--- src/rtl/mode_sequencer.sv ---
// -----------------------------------------------------------------------------
// mode_sequencer
//
// Front-panel controller for the digital clock. Owns the display mode
// (CLOCK / STOPWATCH / ALARM / SPARE) and a two-field manual-set state
// machine. It registers the selected counter group onto the tube outputs,
// issues single-cycle hour/minute increment pulses to the clock or alarm
// counters, blinks the field being set and abandons the set state after a
// period of key inactivity.
//
// Parameters
//   FIELD_W    width of every count field
//   NUM_MODES  number of active modes (2..4)
//   TIMEOUT    tick pulses of key inactivity before set state is left (1..255)
//
// Ports
//   clk, rst                         clock, asynchronous active-high reset
//   tick                             1 Hz timebase pulse (idle timeout)
//   blink_tick                       blink phase toggle pulse
//   key_mode, key_sel, key_inc       debounced single-cycle key pulses
//   clock_*_count                    current clock value
//   stopwatch_*_count                current stopwatch value
//   alarm_*_count                    current alarm value
//   tube_for                         current display mode
//   set_state                        0 NORMAL, 1 SET_HOUR, 2 SET_MIN
//   display_hour/min/sec             registered display fields
//   blank_hour, blank_min            blank request for the field being set
//   clock_/alarm_ hour/min _set      single-cycle increment pulses
// -----------------------------------------------------------------------------
module mode_sequencer #(
    parameter int FIELD_W   = 7,
    parameter int NUM_MODES = 3,
    parameter int TIMEOUT   = 30
) (
    input  logic               clk,
    input  logic               rst,
    input  logic               tick,
    input  logic               blink_tick,
    input  logic               key_mode,
    input  logic               key_sel,
    input  logic               key_inc,
    input  logic [FIELD_W-1:0] clock_hour_count,
    input  logic [FIELD_W-1:0] clock_min_count,
    input  logic [FIELD_W-1:0] clock_sec_count,
    input  logic [FIELD_W-1:0] stopwatch_min_count,
    input  logic [FIELD_W-1:0] stopwatch_sec_count,
    input  logic [FIELD_W-1:0] stopwatch_hundredth_sec_count,
    input  logic [FIELD_W-1:0] alarm_hour_count,
    input  logic [FIELD_W-1:0] alarm_min_count,
    input  logic [FIELD_W-1:0] alarm_sec_count,
    output logic [1:0]         tube_for,
    output logic [1:0]         set_state,
    output logic [FIELD_W-1:0] display_hour,
    output logic [FIELD_W-1:0] display_min,
    output logic [FIELD_W-1:0] display_sec,
    output logic               blank_hour,
    output logic               blank_min,
    output logic               clock_hour_set,
    output logic               clock_min_set,
    output logic               alarm_hour_set,
    output logic               alarm_min_set
);

    // Display modes
    localparam logic [1:0] MODE_CLOCK     = 2'd0;
    localparam logic [1:0] MODE_STOPWATCH = 2'd1;
    localparam logic [1:0] MODE_ALARM     = 2'd2;
    localparam logic [1:0] MODE_SPARE     = 2'd3;

    // Set-state encoding (visible on set_state)
    localparam logic [1:0] ST_NORMAL   = 2'd0;
    localparam logic [1:0] ST_SET_HOUR = 2'd1;
    localparam logic [1:0] ST_SET_MIN  = 2'd2;

    localparam logic [1:0] LAST_MODE = 2'(NUM_MODES - 1);
    // Idle count value at which the next tick is the TIMEOUT-th one
    localparam logic [7:0] IDLE_LAST = 8'(TIMEOUT - 1);

    // -------------------------------------------------------------------------
    // State registers
    // -------------------------------------------------------------------------
    logic [1:0]         mode_q,  mode_d;
    logic [1:0]         state_q, state_d;
    logic [7:0]         idle_q,  idle_d;
    logic               phase_q, phase_d;
    logic [FIELD_W-1:0] disp_hour_q, disp_hour_d;
    logic [FIELD_W-1:0] disp_min_q,  disp_min_d;
    logic [FIELD_W-1:0] disp_sec_q,  disp_sec_d;
    logic               clock_hour_set_q, clock_hour_set_d;
    logic               clock_min_set_q,  clock_min_set_d;
    logic               alarm_hour_set_q, alarm_hour_set_d;
    logic               alarm_min_set_q,  alarm_min_set_d;

    // -------------------------------------------------------------------------
    // Key decode with priority key_mode > key_sel > key_inc; lower-priority
    // keys arriving in the same cycle are dropped.
    // -------------------------------------------------------------------------
    logic mode_key;
    logic sel_key;
    logic inc_key;
    logic any_key;
    logic in_set;
    logic settable;
    logic timeout_hit;
    logic enter_set;

    always_comb begin
        mode_key = key_mode;
        sel_key  = key_sel & ~key_mode;
        inc_key  = key_inc & ~key_mode & ~key_sel;
        any_key  = key_mode | key_sel | key_inc;
        in_set   = (state_q == ST_SET_HOUR) || (state_q == ST_SET_MIN);
        settable = (mode_q == MODE_CLOCK) || (mode_q == MODE_ALARM);
        // Any key in the terminal-tick cycle resets the count instead of exiting
        timeout_hit = in_set && tick && !any_key && (idle_q == IDLE_LAST);
    end

    // -------------------------------------------------------------------------
    // Mode and set-state machine
    // -------------------------------------------------------------------------
    always_comb begin
        mode_d  = mode_q;
        state_d = state_q;
        case (state_q)
            ST_NORMAL: begin
                if (mode_key) begin
                    mode_d = (mode_q == LAST_MODE) ? MODE_CLOCK : mode_q + 2'd1;
                end else if (sel_key && settable) begin
                    state_d = ST_SET_HOUR;
                end
            end
            ST_SET_HOUR: begin
                if (mode_key) begin
                    state_d = ST_NORMAL;
                end else if (sel_key) begin
                    state_d = ST_SET_MIN;
                end else if (timeout_hit) begin
                    state_d = ST_NORMAL;
                end
            end
            ST_SET_MIN: begin
                if (mode_key || sel_key || timeout_hit) begin
                    state_d = ST_NORMAL;
                end
            end
            default: begin
                state_d = ST_NORMAL;
            end
        endcase
    end

    // -------------------------------------------------------------------------
    // Idle counter: only runs while a field is being set
    // -------------------------------------------------------------------------
    always_comb begin
        idle_d = idle_q;
        if (any_key || (state_d == ST_NORMAL)) begin
            idle_d = 8'd0;
        end else if (in_set && tick) begin
            idle_d = idle_q + 8'd1;
        end
    end

    // -------------------------------------------------------------------------
    // Blink phase: forced visible on entering a set state and on each
    // increment so the user sees the value being adjusted.
    // -------------------------------------------------------------------------
    always_comb begin
        enter_set = (state_q == ST_NORMAL) && (state_d == ST_SET_HOUR);
        phase_d   = phase_q;
        if (enter_set || inc_key) begin
            phase_d = 1'b0;
        end else if (blink_tick) begin
            phase_d = ~phase_q;
        end
    end

    // -------------------------------------------------------------------------
    // Increment pulses: one per accepted key_inc, routed by field and mode.
    // The states and modes are mutually exclusive so at most one fires.
    // -------------------------------------------------------------------------
    always_comb begin
        clock_hour_set_d = inc_key && (state_q == ST_SET_HOUR) && (mode_q == MODE_CLOCK);
        alarm_hour_set_d = inc_key && (state_q == ST_SET_HOUR) && (mode_q == MODE_ALARM);
        clock_min_set_d  = inc_key && (state_q == ST_SET_MIN)  && (mode_q == MODE_CLOCK);
        alarm_min_set_d  = inc_key && (state_q == ST_SET_MIN)  && (mode_q == MODE_ALARM);
    end

    // -------------------------------------------------------------------------
    // Display mux, selected by the current (registered) mode
    // -------------------------------------------------------------------------
    always_comb begin
        disp_hour_d = '0;
        disp_min_d  = '0;
        disp_sec_d  = '0;
        case (mode_q)
            MODE_CLOCK: begin
                disp_hour_d = clock_hour_count;
                disp_min_d  = clock_min_count;
                disp_sec_d  = clock_sec_count;
            end
            MODE_STOPWATCH: begin
                disp_hour_d = stopwatch_min_count;
                disp_min_d  = stopwatch_sec_count;
                disp_sec_d  = stopwatch_hundredth_sec_count;
            end
            MODE_ALARM: begin
                disp_hour_d = alarm_hour_count;
                disp_min_d  = alarm_min_count;
                disp_sec_d  = alarm_sec_count;
            end
            MODE_SPARE: begin
                disp_hour_d = '0;
                disp_min_d  = '0;
                disp_sec_d  = '0;
            end
            default: begin
                disp_hour_d = '0;
                disp_min_d  = '0;
                disp_sec_d  = '0;
            end
        endcase
    end

    // -------------------------------------------------------------------------
    // Registers
    // -------------------------------------------------------------------------
    always_ff @(posedge clk or posedge rst) begin
        if (rst) begin
            mode_q           <= MODE_CLOCK;
            state_q          <= ST_NORMAL;
            idle_q           <= 8'd0;
            phase_q          <= 1'b0;
            disp_hour_q      <= '0;
            disp_min_q       <= '0;
            disp_sec_q       <= '0;
            clock_hour_set_q <= 1'b0;
            clock_min_set_q  <= 1'b0;
            alarm_hour_set_q <= 1'b0;
            alarm_min_set_q  <= 1'b0;
        end else begin
            mode_q           <= mode_d;
            state_q          <= state_d;
            idle_q           <= idle_d;
            phase_q          <= phase_d;
            disp_hour_q      <= disp_hour_d;
            disp_min_q       <= disp_min_d;
            disp_sec_q       <= disp_sec_d;
            clock_hour_set_q <= clock_hour_set_d;
            clock_min_set_q  <= clock_min_set_d;
            alarm_hour_set_q <= alarm_hour_set_d;
            alarm_min_set_q  <= alarm_min_set_d;
        end
    end

    // -------------------------------------------------------------------------
    // Outputs
    // -------------------------------------------------------------------------
    assign tube_for       = mode_q;
    assign set_state      = state_q;
    assign display_hour   = disp_hour_q;
    assign display_min    = disp_min_q;
    assign display_sec    = disp_sec_q;
    assign blank_hour     = (state_q == ST_SET_HOUR) & phase_q;
    assign blank_min      = (state_q == ST_SET_MIN)  & phase_q;
    assign clock_hour_set = clock_hour_set_q;
    assign clock_min_set  = clock_min_set_q;
    assign alarm_hour_set = alarm_hour_set_q;
    assign alarm_min_set  = alarm_min_set_q;

endmodule

--- config.mk ---
export PLATFORM = sky130hd
export DESIGN_NAME = mode_sequencer
export DESIGN_NICKNAME = d
export VERILOG_FILES = /design/src/rtl/mode_sequencer.sv
export SDC_FILE = /design/constraint.sdc
export NUM_CORES = 1
export LEC_CHECK = 0
export CAP_MARGIN = 20
export CORE_MARGIN = 10
export CORE_UTILIZATION = 41
export CTS_CLUSTER_DIAMETER = 150
export DETAILED_ROUTE_END_ITERATION = 16
export GPL_ROUTABILITY_DRIVEN = 1
export HOLD_SLACK_MARGIN = 0.15
export PLACE_DENSITY = 0.83
export SLEW_MARGIN = 20
export SYNTH_ARGS = -nofsm -noshare
export SYNTH_HDL_FRONTEND = slang
export SYNTH_SLANG_ARGS = --single-unit
--- constraint.sdc ---
create_clock -name clk -period 3.5 [get_ports clk]
set_clock_uncertainty 0.05 [all_clocks]
set_input_delay 0.525 -clock clk [delete_from_list [all_inputs] [get_ports clk]]
set_output_delay 0.525 -clock clk [all_outputs]
set_load 0.03 [all_outputs]
==> out/summary.txt, run 1 <==
Final setup fails: 0
Diodes inserted: 0
Routed WL per cell: 17.6 um
Tmin final: 2.52 ns
CP endpoint kind: primary output
CTS Buf Count: 5
Final HPWL DP: 4830 um
Post_cts resized: 0
CTS tree: built
Final Cycle Share: 72.1%
Mapped Area: 1920 sq um
Register area: 951 sq um
Synthesized netlist net count: 262
Port bufs: 100
CTS Hold Bufs: 0
# DRC: 0
Worst Hold Launch: phase_q
Crit Path Class: flip-flop to primary output
Critical Path Start Type: flip-flop
Slew headroom: 63.9%
Nets: 364
Fraction of layout cells with a size suffix above 1: 5.19%
Detailed-route via count: 1756
Iteration-0 DRC count of the detailed router: 97
Flop pwr share: 29.9%
Most frequent cell after synthesis: dfrtp_1
Clock share of power: 14.3%
Maximum VDD drop: 0.303 mV
Worst-path clk slew: 0.07 ns
Area of the multi-input gates: 898 sq um
Number of H-tree branching levels: 2
Initial antenna violation count: 0
Post-route ant nets: 0
Num ports: 101
Post-CTS Setup Bufs: 0
Total of max-cap violations: 0
Utilization after layout: 68.9%
First-pass GRT wire length: 9560 um
Post-synth top area share: 49.6%
Min-Delay Path Class: flip-flop to flip-flop
Global route total overflow: 0
Syn Area/Cell: 10.3 sq um
Post-synthesis sequential area ratio: 49.6%
Flop2flop setup slack: 1.48 ns
Final setup TNS: 0 ns
Flop and latch count out of synthesis: 38
Vias/cell: 5.15
Core ar.: 4440 sq um
Initial Util: 43.1%
FILL cells: 354
Top area cells in the synthesized netlist: dfrtp_1 50%, mux2i_1 11%, nand2_1 6.1%
Vias in the first global route: 1758
Router iterations before antenna repair: 4
Routability Congestion: 0.867
Reg-to-Reg Start: set_state[1]
Post-synth top cells: 38 x dfrtp_1, 31 x nand2_1, 21 x mux2i_1, 21 x o21ai_0, 8 x a211oi_1
Final hold violations: 0
RSZ-0062 raised after global routing: false
Internal power: 1.25 mW
Area Overhead vs Synth: 59.9%
Root buffer cell: clkbuf_8
Die area: 7810 sq um
Hold EP: phase_q
Max Freq: 0.396 GHz
Chip Height: 88.4 um
Sw Share: 42.6%
Status: finished clean
Clk sink count: 38
Clk_lat worst skew: 0.29 ns
Largest net degree at the start of global routing: 39
DP Worst Slack: 1.16 ns
Crit path DAT: 1.95 ns
Critical path data required time: 2.92 ns
Drt total wl: 5990 um
Logic gate share of total power: 55.8%
Cell taking the most area after synthesis: dfrtp_1
Die W: 88.4 um
Final instance area: 3060 sq um
# rows: 24
Max Transition Viols Final: 0
Reg-to-reg endpoint: idle_q[1]
WHS Path Cells: 3
Netlist cell types: 35
Total track usage: 15.9%
Actual slew at the worst max-slew pin: 0.538 ns
Switch Pwr: 0.931 mW
CP max FO: 5
Yosys warns: 0
Post-synthesis cell count: 186
Static Leak: 1.31 nW
Final worst slack: 0.978 ns
Prevailing post-synth register cell: dfrtp_1
FF-to-FF path depth: 6
Async set-or-reset flop fraction in the synthesized netlist: 100%
Maximum clock insertion buffer count: 2
Post-synth EDFFs: 0
P per Cell Area: 714 nW/um^2
Dpl cell area: 2970 sq um
per-layer routing:
metal	vias up	GRT usage [%]	routed length (um)
met5	-	0	0
met4	0	6.31	110
met3	9	3.31	352
met2	56	29.1	3200
met1	840	17.6	2320
li1	851	-	-
logic make-up after synthesis:
group | share of synthesized area [%]
compound gates | 11.4
simple gates | 16.3
xor+xnor | 3.66
mux | 11.6
flops | 49.6
buf+inv | 3.46
fa+ha+maj | 3.92
stage by stage:
stage	cells	power (mW)	hold slack, ns
finish	341	2.19	0.530
detailed placement	333	1.89	0.519
floorplan	186	1.39	0.479
global route	341	2.32	0.602
global placement	333	1.88	0.518
CTS	341	2.21	0.535
cell type report:
cell class / count / share of cell area, %
repair buffers: 104 / 33.7
flip-flops and latches: 38 / 31.0
multi-input cells: 133 / 29.3
clock buffers: 6 / 2.70
well taps: 52 / 2.12
inverters: 6 / 0.735
clock inverters: 2 / 0.408
placed cells by master (no fill, tap or decap), types with 4 or more instances in the layout:
cell,netlist,final
o21ai_0,21,21
inv_1,6,6
buf_4,0,4
a211oi_1,8,8
mux2i_1,21,21
nand4_1,4,4
clkbuf_8,0,6
ha_1,6,6
nand2_1,31,31
xor2_1,7,7
dfrtp_1,38,38
clkdlybuf4s50_1,0,100
power groups by stage:
stage	combinational (mW)	clock [mW]	sequential [mW]
after detailed placement	1.23	0	0.663
after global placement	1.22	0	0.657
after CTS	1.23	0.320	0.654
after floorplan	0.450	0	0.938
after global routing	1.31	0.345	0.672
final	1.22	0.312	0.653
worst max path at each step:
stage,start,to,slack (ns),depth (start not counted)
global route,set_state[0],blank_min,0.89,4
CTS,set_state[1],blank_hour,0.98,4
floorplan,set_state[0],idle_q[1],1.40,7
global placement,key_sel,idle_q[3],1.22,5
detailed placement,key_sel,idle_q[4],1.16,5
finish,set_state[1],blank_hour,0.98,4
registers in the layout, indices dropped and copies added (netlist names):
name / flops
display_hour: 7
alarm_min_set: 1
tube_for: 2
display_min: 7
alarm_hour_set: 1
phase_q: 1
idle_q: 8
clock_hour_set: 1
set_state: 2
display_sec: 7
clock_min_set: 1
worst max-delay path, cell delays in order, from the launching register on:
cell             delay [ns]
dfrtp_1                0.44
inv_1                  0.13
ha_1                   0.26
and2_1                 0.15
clkdlybuf4s50_1        0.68
Note: power is estimated with default switching activity, not from simulation.
==> run 2, diff against run 1 <==
--- a/config.mk
+++ b/config.mk
@@ -7,12 +7,12 @@
 export LEC_CHECK = 0
 export CAP_MARGIN = 20
 export CORE_MARGIN = 10
-export CORE_UTILIZATION = 41
+export CORE_UTILIZATION = 39
 export CTS_CLUSTER_DIAMETER = 150
 export DETAILED_ROUTE_END_ITERATION = 16
 export GPL_ROUTABILITY_DRIVEN = 1
 export HOLD_SLACK_MARGIN = 0.15
-export PLACE_DENSITY = 0.83
+export PLACE_DENSITY = 0.8
 export SLEW_MARGIN = 20
 export SYNTH_ARGS = -nofsm -noshare
 export SYNTH_HDL_FRONTEND = slang
==> constraint.sdc (replaced) <==
create_clock -name clk -period 2.6 [get_ports clk]
set_clock_uncertainty 0.05 [all_clocks]
set_input_delay 0.39 -clock clk [delete_from_list [all_inputs] [get_ports clk]]
set_output_delay 0.39 -clock clk [all_outputs]
set_load 0.03 [all_outputs]
==> run 2 against run 1 <==
Total power grew 33%. Critical path depth is the same. Non-clock buffer count up 1. Die area is 4.0% higher. Register-to-register slack got worse by 0.94 ns. Sequential share of layout area fell by 0.076 points.
==> out/summary.txt, run 2 (synthesis gave the netlist of run 1 again) <==
Status: finished clean
Core ar.: 4750 sq um (+7.0%)
Largest net degree at the start of global routing: 39 (unchanged)
Router iterations before antenna repair: 4 (unchanged)
Total track usage: 13.9% (-2.1 points)
Worst-path clk slew: 0.07 ns (about the same)
Sw Share: 42.4% (-0.22 points)
Area of the multi-input gates: 898 sq um (unchanged)
Switch Pwr: 1.23 mW (+32%)
FILL cells: 422 (+19%)
Final hold violations: 0 (unchanged)
Diodes inserted: 0 (unchanged)
Clock share of power: 12.9% (-1.4 points)
CP max FO: 5 (unchanged)
Post_cts resized: 0 (unchanged)
Area Overhead vs Synth: 60.3%
RSZ-0062 raised after global routing: false
Final setup TNS: 0 ns (unchanged)
Critical Path Start Type: flip-flop
Chip Height: 90.1 um (+2.0%)
Nets: 365 (+0.27%)
Post-route ant nets: 0 (unchanged)
Clk_lat worst skew: 0.28 ns (about the same)
Final worst slack: 0.228 ns (-0.750 ns)
Pwr Total: 2.90 mW (+33%)
First-pass GRT wire length: 9220 um (-3.6%)
Root buffer cell: clkbuf_8
# DRC: 0 (unchanged)
Fraction of layout cells with a size suffix above 1: 4.50% (-0.69 points)
# rows: 25 (+4.2%)
CTS Buf Count: 5 (unchanged)
P per Cell Area: 945 nW/um^2 (+32%)
Logic gate share of total power: 57.4% (+1.6 points)
Number of H-tree branching levels: 2 (unchanged)
Final instance area: 3070 sq um (+0.24%)
Max Freq: 0.422 GHz
Num ports: 101 (unchanged)
Detailed-route via count: 1749 (-0.40%)
Final setup fails: 0 (unchanged)
Slew headroom: 65.6% (+1.7 points)
Maximum VDD drop: 0.565 mV (+87%)
CTS Hold Bufs: 0 (unchanged)
Iteration-0 DRC count of the detailed router: 83 (-14%)
Port bufs: 100 (unchanged)
Max Transition Viols Final: 0 (unchanged)
Crit path DAT: 1.93 ns (-0.02 ns)
Commonest non-fill, non-tap cell in the layout: clkdlybuf4s50_1
Tmin final: 2.37 ns
Final HPWL DP: 4550 um (-5.8%)
Internal power: 1.67 mW (+33%)
Min-Delay Path Class: input port to asynchronous set/reset pin
Critical path data required time: 2.16 ns (-0.76 ns)
Vias in the first global route: 1763 (+0.28%)
Die W: 90.1 um (+2.0%)
Post-CTS Setup Bufs: 0 (unchanged)
Drt total wl: 5840 um (-2.6%)
Non-filler cells, final: 356 (+4.4%)
Final Cycle Share: 91.2%
CTS tree: built
Clk sink count: 38 (unchanged)
Placed cells: 349 (+4.8%)
Total of max-cap violations: 0 (unchanged)
Flop pwr share: 29.7% (-0.2 points)
Routability Congestion: 0.808 (-6.7%)
DP Worst Slack: 0.401 ns (-0.762 ns)
Actual slew at the worst max-slew pin: 0.509 ns (-0.0286 ns)
Vias/cell: 4.91 (-4.6%)
Static Leak: 1.30 nW (-0.29%)
FF-to-FF path depth: 6 (unchanged)
Dpl cell area: 2990 sq um (+0.89%)
Leading cell types in the layout, fill and taps excluded: 100 x clkdlybuf4s50_1, 38 x dfrtp_1, 31 x nand2_1
CP endpoint kind: primary output
Top reg by flops: idle_q
Initial Util: 40.3% (-2.8 points)
Register area: 951 sq um (unchanged)
Global route total overflow: 0 (unchanged)
Routed WL per cell: 16.4 um (-6.7%)
Crit Path Class: flip-flop to primary output
Max FFs per register: 8 (unchanged)
Initial antenna violation count: 0 (unchanged)
Die area: 8120 sq um (+4.0%)
Maximum clock insertion buffer count: 2 (unchanged)
==> run 2: critical path, stage by stage (launching register included) <==
cell and delay (ns):
dfrtp_1 0.44, inv_1 0.14, ha_1 0.26, and2_1 0.15
clkdlybuf4s50_1 0.67
==> run 2: final cells by class <==
cell class	count	area share, %
Multi-Input combinational cell	133	29.3
Timing Repair Buffer	105	33.8
Inverter	6	0.733
Clock buffer	7	2.49
Tap cell	67	2.73
Sequential cell	38	31.0
==> run 2: power groups by stage <==
stage / sequential [mW] / clock, mW / combinational [mW]
after global routing: 0.888 / 0.408 / 1.79
after floorplan: 1.26 / 0 / 0.605
final: 0.863 / 0.373 / 1.67
after detailed placement: 0.876 / 0 / 1.69
after CTS: 0.864 / 0.385 / 1.69
after global placement: 0.870 / 0 / 1.67
==> run 2: worst paths after layout <==
check,slack [ns],from,endpoint
max in group asynchronous,1.68,rst,alarm_min_set
hold reg to reg,0.51,phase_q,phase_q
min in group clk,0.51,phase_q,phase_q
setup / recovery,0.23,set_state[1],blank_hour
hold / removal,0.47,rst,display_hour[0]
setup reg to reg,0.54,set_state[1],idle_q[1]
==> run 2: metrics by stage <==
stage	util (%)	hold WS (ns)
final	64.6	0.475
after floorplan	-	0.457
after detailed placement	63.0	0.503
after global routing	64.6	0.542
after CTS	64.6	0.496
after global placement	63.0	0.487
==> run 2: layer usage <==
layer,up-vias,global-route usage (%),wire length (um),share of wire (%)
met4,0,5.17,106,1.8
met3,10,5.57,424,7.3
met5,-,0,0,0
met2,72,22.6,2790,48
met1,815,16.0,2520,43
li1,852,-,-,-
==> run 3, diff against run 2 <==
--- a/config.mk
+++ b/config.mk
@@ -6,13 +6,15 @@
 export NUM_CORES = 1
 export LEC_CHECK = 0
 export CAP_MARGIN = 20
+export CELL_PAD_IN_SITES_DETAIL_PLACEMENT = 0
+export CELL_PAD_IN_SITES_GLOBAL_PLACEMENT = 1
 export CORE_MARGIN = 10
-export CORE_UTILIZATION = 39
+export CORE_UTILIZATION = 28
 export CTS_CLUSTER_DIAMETER = 150
 export DETAILED_ROUTE_END_ITERATION = 16
 export GPL_ROUTABILITY_DRIVEN = 1
 export HOLD_SLACK_MARGIN = 0.15
-export PLACE_DENSITY = 0.8
+export PLACE_DENSITY_LB_ADDON = 0.1
 export SLEW_MARGIN = 20
 export SYNTH_ARGS = -nofsm -noshare
 export SYNTH_HDL_FRONTEND = slang
==> run 3 against run 2 <==
Clock-buffer cell count fell by 1. Via count fell by 3.4%. Die area rose by 30%. Combinational power fell by 2%. First-iteration DRC count fell by 36%. Total power rose by 0.59%. Design area rose by 0.49%. Critical path depth did not move. Highest routed layer unchanged. Non-clock buffer count fell by 1. Sequential cell count did not move. Register-to-register slack improved by 0.06 ns. Clock power rose by 6.2%.
==> out/summary.txt, run 3 (synthesis gave the netlist of run 1 again) <==
# rows: 30 (+20%)
Max FFs per register: 8 (unchanged)
Port bufs: 100 (unchanged)
Actual slew at the worst max-slew pin: 0.487 ns (-0.0226 ns)
Final Cycle Share: 90.0% (-1.2 points)
CP Cell Sequence: inv_1, ha_1, and2_1, clkdlybuf4s50_1
# DRC: 0 (unchanged)
Flop2flop setup slack: 0.60 ns (+0.06 ns)
CTS Buf Count: 5 (unchanged)
M3 GR Usage: 6.70% (+1.1 points)
Clk_lat worst skew: 0.29 ns (about the same)
Slew headroom: 67.5% (+2.0 points)
Vias in the first global route: 1814 (+2.9%)
CTS Hold Bufs: 0 (unchanged)
M2 GR Usage: 18.5% (-4.0 points)
Worst-path clk slew: 0.07 ns (about the same)
Global route total overflow: 0 (unchanged)
Worst path max stage delay: 0.66 ns (about the same)
Fraction of layout cells with a size suffix above 1: 4.53% (+0.031 points)
Root buffer cell: clkbuf_8
Total of max-cap violations: 0 (unchanged)
Max Transition Viols Final: 0 (unchanged)
Router iterations before antenna repair: 4 (unchanged)
RSZ-0062 raised after global routing: false
CP max FO: 5 (unchanged)
Post-route ant nets: 0 (unchanged)
Commonest non-fill, non-tap cell in the layout: clkdlybuf4s50_1
CTS tree: built
Crit path DAT: 1.90 ns (-0.03 ns)
Final HPWL DP: 4540 um (-0.27%)
Total track usage: 11.3% (-2.6 points)
Max Freq: 0.427 GHz (+1.3%)
Largest net degree at the start of global routing: 39 (unchanged)
Vias/cell: 4.60 (-6.3%)
Routability Congestion: 0.815 (+0.88%)
Core ar.: 6720 sq um (+41%)
Min-Delay Path Class: input port to asynchronous set/reset pin
Iteration-0 DRC count of the detailed router: 53 (-36%)
Initial antenna violation count: 0 (unchanged)
Post_cts resized: 0 (unchanged)
Final setup fails: 0 (unchanged)
Critical path data required time: 2.16 ns (about the same)
Maximum clock insertion buffer count: 2 (unchanged)
Diodes inserted: 0 (unchanged)
Final worst slack: 0.259 ns (+0.0311 ns)
Final setup TNS: 0 ns (unchanged)
Static Leak: 1.30 nW (about the same)
Drt total wl: 5740 um (-1.6%)
Non-filler cells, final: 367 (+3.1%)
Detailed-route via count: 1690 (-3.4%)
GR peak layer: met2
FF-to-FF path depth: 6 (unchanged)
Post-CTS Setup Bufs: 0 (unchanged)
Routed WL per cell: 15.6 um (-4.6%)
Crit-path slowest cell: clkdlybuf4s50_1
Tmin final: 2.34 ns (-0.0311 ns)
DP Worst Slack: 0.423 ns (+0.0217 ns)
Number of H-tree branching levels: 2 (unchanged)
Chip Height: 103 um (+14%)
Status: finished clean
P per Cell Area: 946 nW/um^2 (+0.10%)
Crit Path Class: flip-flop to primary output
Num ports: 101 (unchanged)
Die area: 10500 sq um (+30%)
Clk sink count: 38 (unchanged)
Top reg by flops: idle_q
Hold Worst Slack: 0.460 ns (-0.0151 ns)
Reg-to-Reg Start: set_state[1]
CP endpoint kind: primary output
Placed cells: 361 (+3.4%)
Final hold violations: 0 (unchanged)
First-pass GRT wire length: 9260 um (+0.44%)
Maximum VDD drop: 0.330 mV (-42%)
Pwr Total: 2.92 mW (+0.59%)
Die W: 103 um (+14%)
Leading cell types in the layout, fill and taps excluded: 100 x clkdlybuf4s50_1, 38 x dfrtp_1, 31 x nand2_1
Critical Path Start Type: flip-flop
Nets: 364 (-0.27%)
Reg-to-reg endpoint: idle_q[1]
Initial Util: 28.5% (-12 points)
FILL cells: 651 (+54%)
Area Overhead vs Synth: 61.1%
GRT met1 Usage: 12.1% (-3.9 points)
## run 3: cell count changes in the layout (fill, tap and decap cells not counted), sizes merged
cell and change:
buf -1, clkbuf -1
## run 3: per-layer routing
layer | up-vias | routed length [um]
met5 | - | 0
met4 | 0 | 65
met3 | 7 | 715
met2 | 74 | 2730
met1 | 762 | 2230
li1 | 847 | -
## run 3: worst max path at each step
stage,start,to,slack [ns]
after floorplan,set_state[0],idle_q[1],0.50
after global placement,key_sel,idle_q[1],0.44
after detailed placement,key_mode,idle_q[1],0.42
after CTS,set_state[0],blank_min,0.23
after global routing,set_state[0],blank_min,0.12
final,set_state[0],blank_min,0.26
## run 3: final cells by class
class | count | area (sq um) | area share (%)
clock buffers | 6 | 82.6 | 2.68
inverters | 6 | 22.5 | 0.730
multi-input cells | 133 | 898 | 29.1
flip-flops and latches | 38 | 951 | 30.8
well taps | 80 | 100 | 3.24
repair buffers | 104 | 1030 | 33.4
## run 3: through the flow
step,utilization (%),instance area (sq um)
2_1_floorplan,-,1920
3_3_place_gp,44.7,3000
3_5_place_dp,44.7,3000
4_1_cts,45.9,3090
5_1_grt,45.9,3090
6_report,45.9,3090
## run 3: power by group
group,leakage (nW),internal (mW),total (mW),switching [mW]
combinational,0.772,0.686,1.63,0.948
sequential,0.487,0.788,0.888,0.100
clock,0.0431,0.204,0.396,0.192
## run 3: worst max-delay path: cells and delay by family (launching register included)
family / cells / cell delay, ns
fa+ha+maj: 1 / 0.25
flops: 1 / 0.42
simple gates: 1 / 0.14
buf+inv: 2 / 0.80
==> patch 1, RTL diff (settings of run 3) <==
Register the input `key_inc` before use. The logic sees it one clock later. The other inputs are not delayed to match. Comments in the files are not updated.
--- a/src/rtl/mode_sequencer.sv
+++ b/src/rtl/mode_sequencer.sv
@@ -77,4 +77,10 @@
     localparam logic [7:0] IDLE_LAST = 8'(TIMEOUT - 1);
 
+    logic key_inc_q;
+
+    always_ff @(posedge clk) begin
+        key_inc_q <= key_inc;
+    end
+
     // -------------------------------------------------------------------------
     // State registers
@@ -108,6 +114,6 @@
         mode_key = key_mode;
         sel_key  = key_sel & ~key_mode;
-        inc_key  = key_inc & ~key_mode & ~key_sel;
-        any_key  = key_mode | key_sel | key_inc;
+        inc_key  = key_inc_q & ~key_mode & ~key_sel;
+        any_key  = key_mode | key_sel | key_inc_q;
         in_set   = (state_q == ST_SET_HOUR) || (state_q == ST_SET_MIN);
         settable = (mode_q == MODE_CLOCK) || (mode_q == MODE_ALARM);
Check against the original RTL: not equivalent (a bounded check fails within 4 cycles, from zero or initial values and one cycle with rst high).
==> patch 1 against run 3 <==
Routed wire length up 2.7%. Critical path type unchanged. Largest power group unchanged. Largest cell class unchanged. Power up 1.1%. Sequential share of layout area up 0.43 points. Setup slack worse by 27 ps. Final area up 0.69%. Die area up 0.85%. Synthesized area up 1.0%. Sequential cell count up 1. Count of clock-buffer cells in the layout down 1.
==> patch 1: results <==
critical_path:
  rrSetupSlack_ps: 580
  reg2reg_to: "idle_q[1]$_DFFE_PP0P_"
  crit_path_end: "blank_hour"
  crit_path_start: "set_state[1]$_DFF_PP0_"
  max_stage_delay_ps: 660
  critPathArrivalTime_ps: 1930
  crit_slowest_cell: "clkdlybuf4s50_1"
  ff2ff_path_depth: 6
logic_synthesis:
  syn_nets: 263
  postSynth.asyncResetShare_pct: 97.4
  synthTopCellsByArea: "dfrtp_1 49%, mux2i_1 11%, nand2_1 6.0%, o21ai_0 5.4%, ha_1 3.9%"
  synthAdderAreaFrac_pct: 3.88
  syn_area_per_cell_sq_um: 10.4
  seq_area_frac_synth_pct: 50.2
  synth_xor_xnor_area_share_pct: 3.62
  synth_compound_area_share_pct: 11.3
  synth_mux_area_share_pct: 11.4
  yosysUniqueCellTypes: 36
drt:
  drt-pass1-iter-count: 4
  avgRoutedWirePerCell_microns: 15.9
  drtIter0Drc: 42
  vias_per_cell: 4.56
  routed_wl_microns: 5900
timing:
  post-route-min-period_ps: 2370
  fin_hold_ws_ps: 454
  worst_slew_pin_slew_ps: 484
place:
  dp_cells: 362
  portBuffers: 100
  dpl-instance-area_sq_um: 3020
  hpwlAfterDp_microns: 4560
  pre_cts_slack_ps: 409
  place_congestion: 0.772
hold_path:
  hold_start: "key_inc_q$_DFF_P_"
  hold_depth: 2
  min_path_type: "reg2reg"
final_layout:
  antenna_cells: 0
  nets: 365
  top_register: "idle_q"
  fillers: 692
  largest_reg_flops: 8
  drive_gt1_share_pct: 5.17
global_routing:
  met2_usage_pct: 17.7
  met1_usage_pct: 12.4
  grt.total_usage_pct: 11.2
  grt_first_pass_wirelength_microns: 9250
  grt_pass1_vias: 1840
  grtUsageMet3_pct: 7.04
outcome:
  status: "complete, no violations"
power:
  swShare_pct: 43.2
  irDropWorstVdd_mv: 0.325
  p_leak_nw: 1.31
clock_network:
  cts-resized-gates: 0
  cts_buffers: 5
  cts_setup_buffers: 0
-- patch 1: changes by cell type after synthesis --
cell            run 3  this run
dfxtp_1             0         1
-- patch 1: routing by layer --
| layer | vias to the layer above | part of all wire (%) |
|---|---|---|
| li1 | 852 | - |
| met1 | 761 | 41 |
| met2 | 73 | 46 |
| met3 | 2 | 12 |
| met4 | 0 | 0.49 |
| met5 | - | 0 |
-- patch 1: power by group through the flow --
stage | logic [mW] | clock network, mW | registers (mW)
final | 1.67 | 0.390 | 0.886
after CTS | 1.70 | 0.405 | 0.889
after global placement | 1.71 | 0 | 0.894
after floorplan | 0.605 | 0 | 1.28
after detailed placement | 1.70 | 0 | 0.899
after global routing | 1.81 | 0.431 | 0.908
-- patch 1: area by class of cell --
type	count	area, sq um	area share [%]
Sequential cell	39	971	31.3
Clock inverter	3	15.0	0.483
Tap cell	80	100	3.22
Timing Repair Buffer	104	1030	33.2
Inverter	6	22.5	0.725
Multi-Input combinational cell	133	898	28.9
Clock buffer	5	68.8	2.22
==> patch 2, RTL diff (settings of run 3) <==
Made on the original files. `FIELD_W`: 7 -> 5.
--- a/src/rtl/mode_sequencer.sv
+++ b/src/rtl/mode_sequencer.sv
@@ -29,5 +29,5 @@
 // -----------------------------------------------------------------------------
 module mode_sequencer #(
-    parameter int FIELD_W   = 7,
+    parameter int FIELD_W   = 5,
     parameter int NUM_MODES = 3,
     parameter int TIMEOUT   = 30
Interface: changed (12 resized); port bits go from 101 to 77. No check against the original RTL was run, so the function may have changed too.
==> patch 2 against run 3 <==
Sequential cell count shrank 6. Via count shrank 17%. Final area shrank 17%. Critical path type unchanged. Core utilization shrank 0.15 points. Sequential share of layout area grew 0.57 points. Synthesized area shrank 15%. First-iteration DRC count shrank 62%. Power shrank 17%. Setup slack lost 85 ps. Count of clock-buffer cells in the layout grew 2. Routed wire length shrank 14%.
==> patch 2: results <==
place:
  place_congestion: 0.785
  dpl-instance-area_sq_um: 2460
drt:
  vias: 1406
  vias_per_cell: 4.54
  drtIter0Drc: 20
global_routing:
  grt_pass1_vias: 1604
  met1_usage_pct: 12.5
  met2_usage_pct: 17.4
  grt_max_degree: 23
  grt_first_pass_wirelength_microns: 7850
final_layout:
  nMultiInputCombCells: 114
  nClkBuffers: 8
  clock_area_share_pct: 3.53
  nets: 295
  nonClockInverterCount: 5
  design.seq.count: 32
  buffers: 79
critical_path:
  critPathArrivalTime_ps: 1990
  crit_fanout: 6
  max_stage_delay_ps: 680
timing:
  fin_hold_ws_ps: 359
logic_synthesis:
  synth_compound_area_share_pct: 10.5
  seq_area_frac_synth_pct: 49.3
  synthAdderAreaFrac_pct: 4.63
  synthTopCellsByArea: "dfrtp_1 49%, mux2i_1 9.3%, nand2_1 5.3%, o21ai_0 5.2%, ha_1 4.6%"
  yosys-top-cells-count: "32 x dfrtp_1, 23 x nand2_1, 17 x o21ai_0, 15 x mux2i_1, 10 x nor3_1"
  synthCells: 159
outcome:
  status: "complete, no violations"
power:
  cellPowerDensity_nw_per_um2: 945
  swShare_pct: 41.9
  combPwrFrac_pct: 52.8
## patch 2: changes by cell type in the layout (fill, tap and decap cells not counted), sizes merged, moves of 3 or more
| cell | before | now |
|---|---|---|
| a211oi | 8 | 0 |
| clkdlybuf4s50 | 100 | 76 |
| dfrtp | 38 | 32 |
| mux2i | 21 | 15 |
| nand2 | 31 | 23 |
| nand3 | 0 | 4 |
| nor3 | 1 | 10 |
| nor4b | 3 | 0 |
| o21ai | 22 | 17 |
| or3 | 0 | 3 |
## patch 2: metal layers
| layer | part of all wire (%) | vias up |
|---|---|---|
| li1 | - | 702 |
| met1 | 42 | 645 |
| met2 | 47 | 54 |
| met3 | 11 | 5 |
| met4 | 0.93 | 0 |
| met5 | 0 | - |
## patch 2: through the flow
| step | setup slack [ps] | power [mW] |
|---|---|---|
| after floorplan | 322 | 1.54 |
| after global placement | 204 | 2.03 |
| after detailed placement | 186 | 2.06 |
| after CTS | 141 | 2.46 |
| after global routing | 71.0 | 2.58 |
| final | 174 | 2.41 |
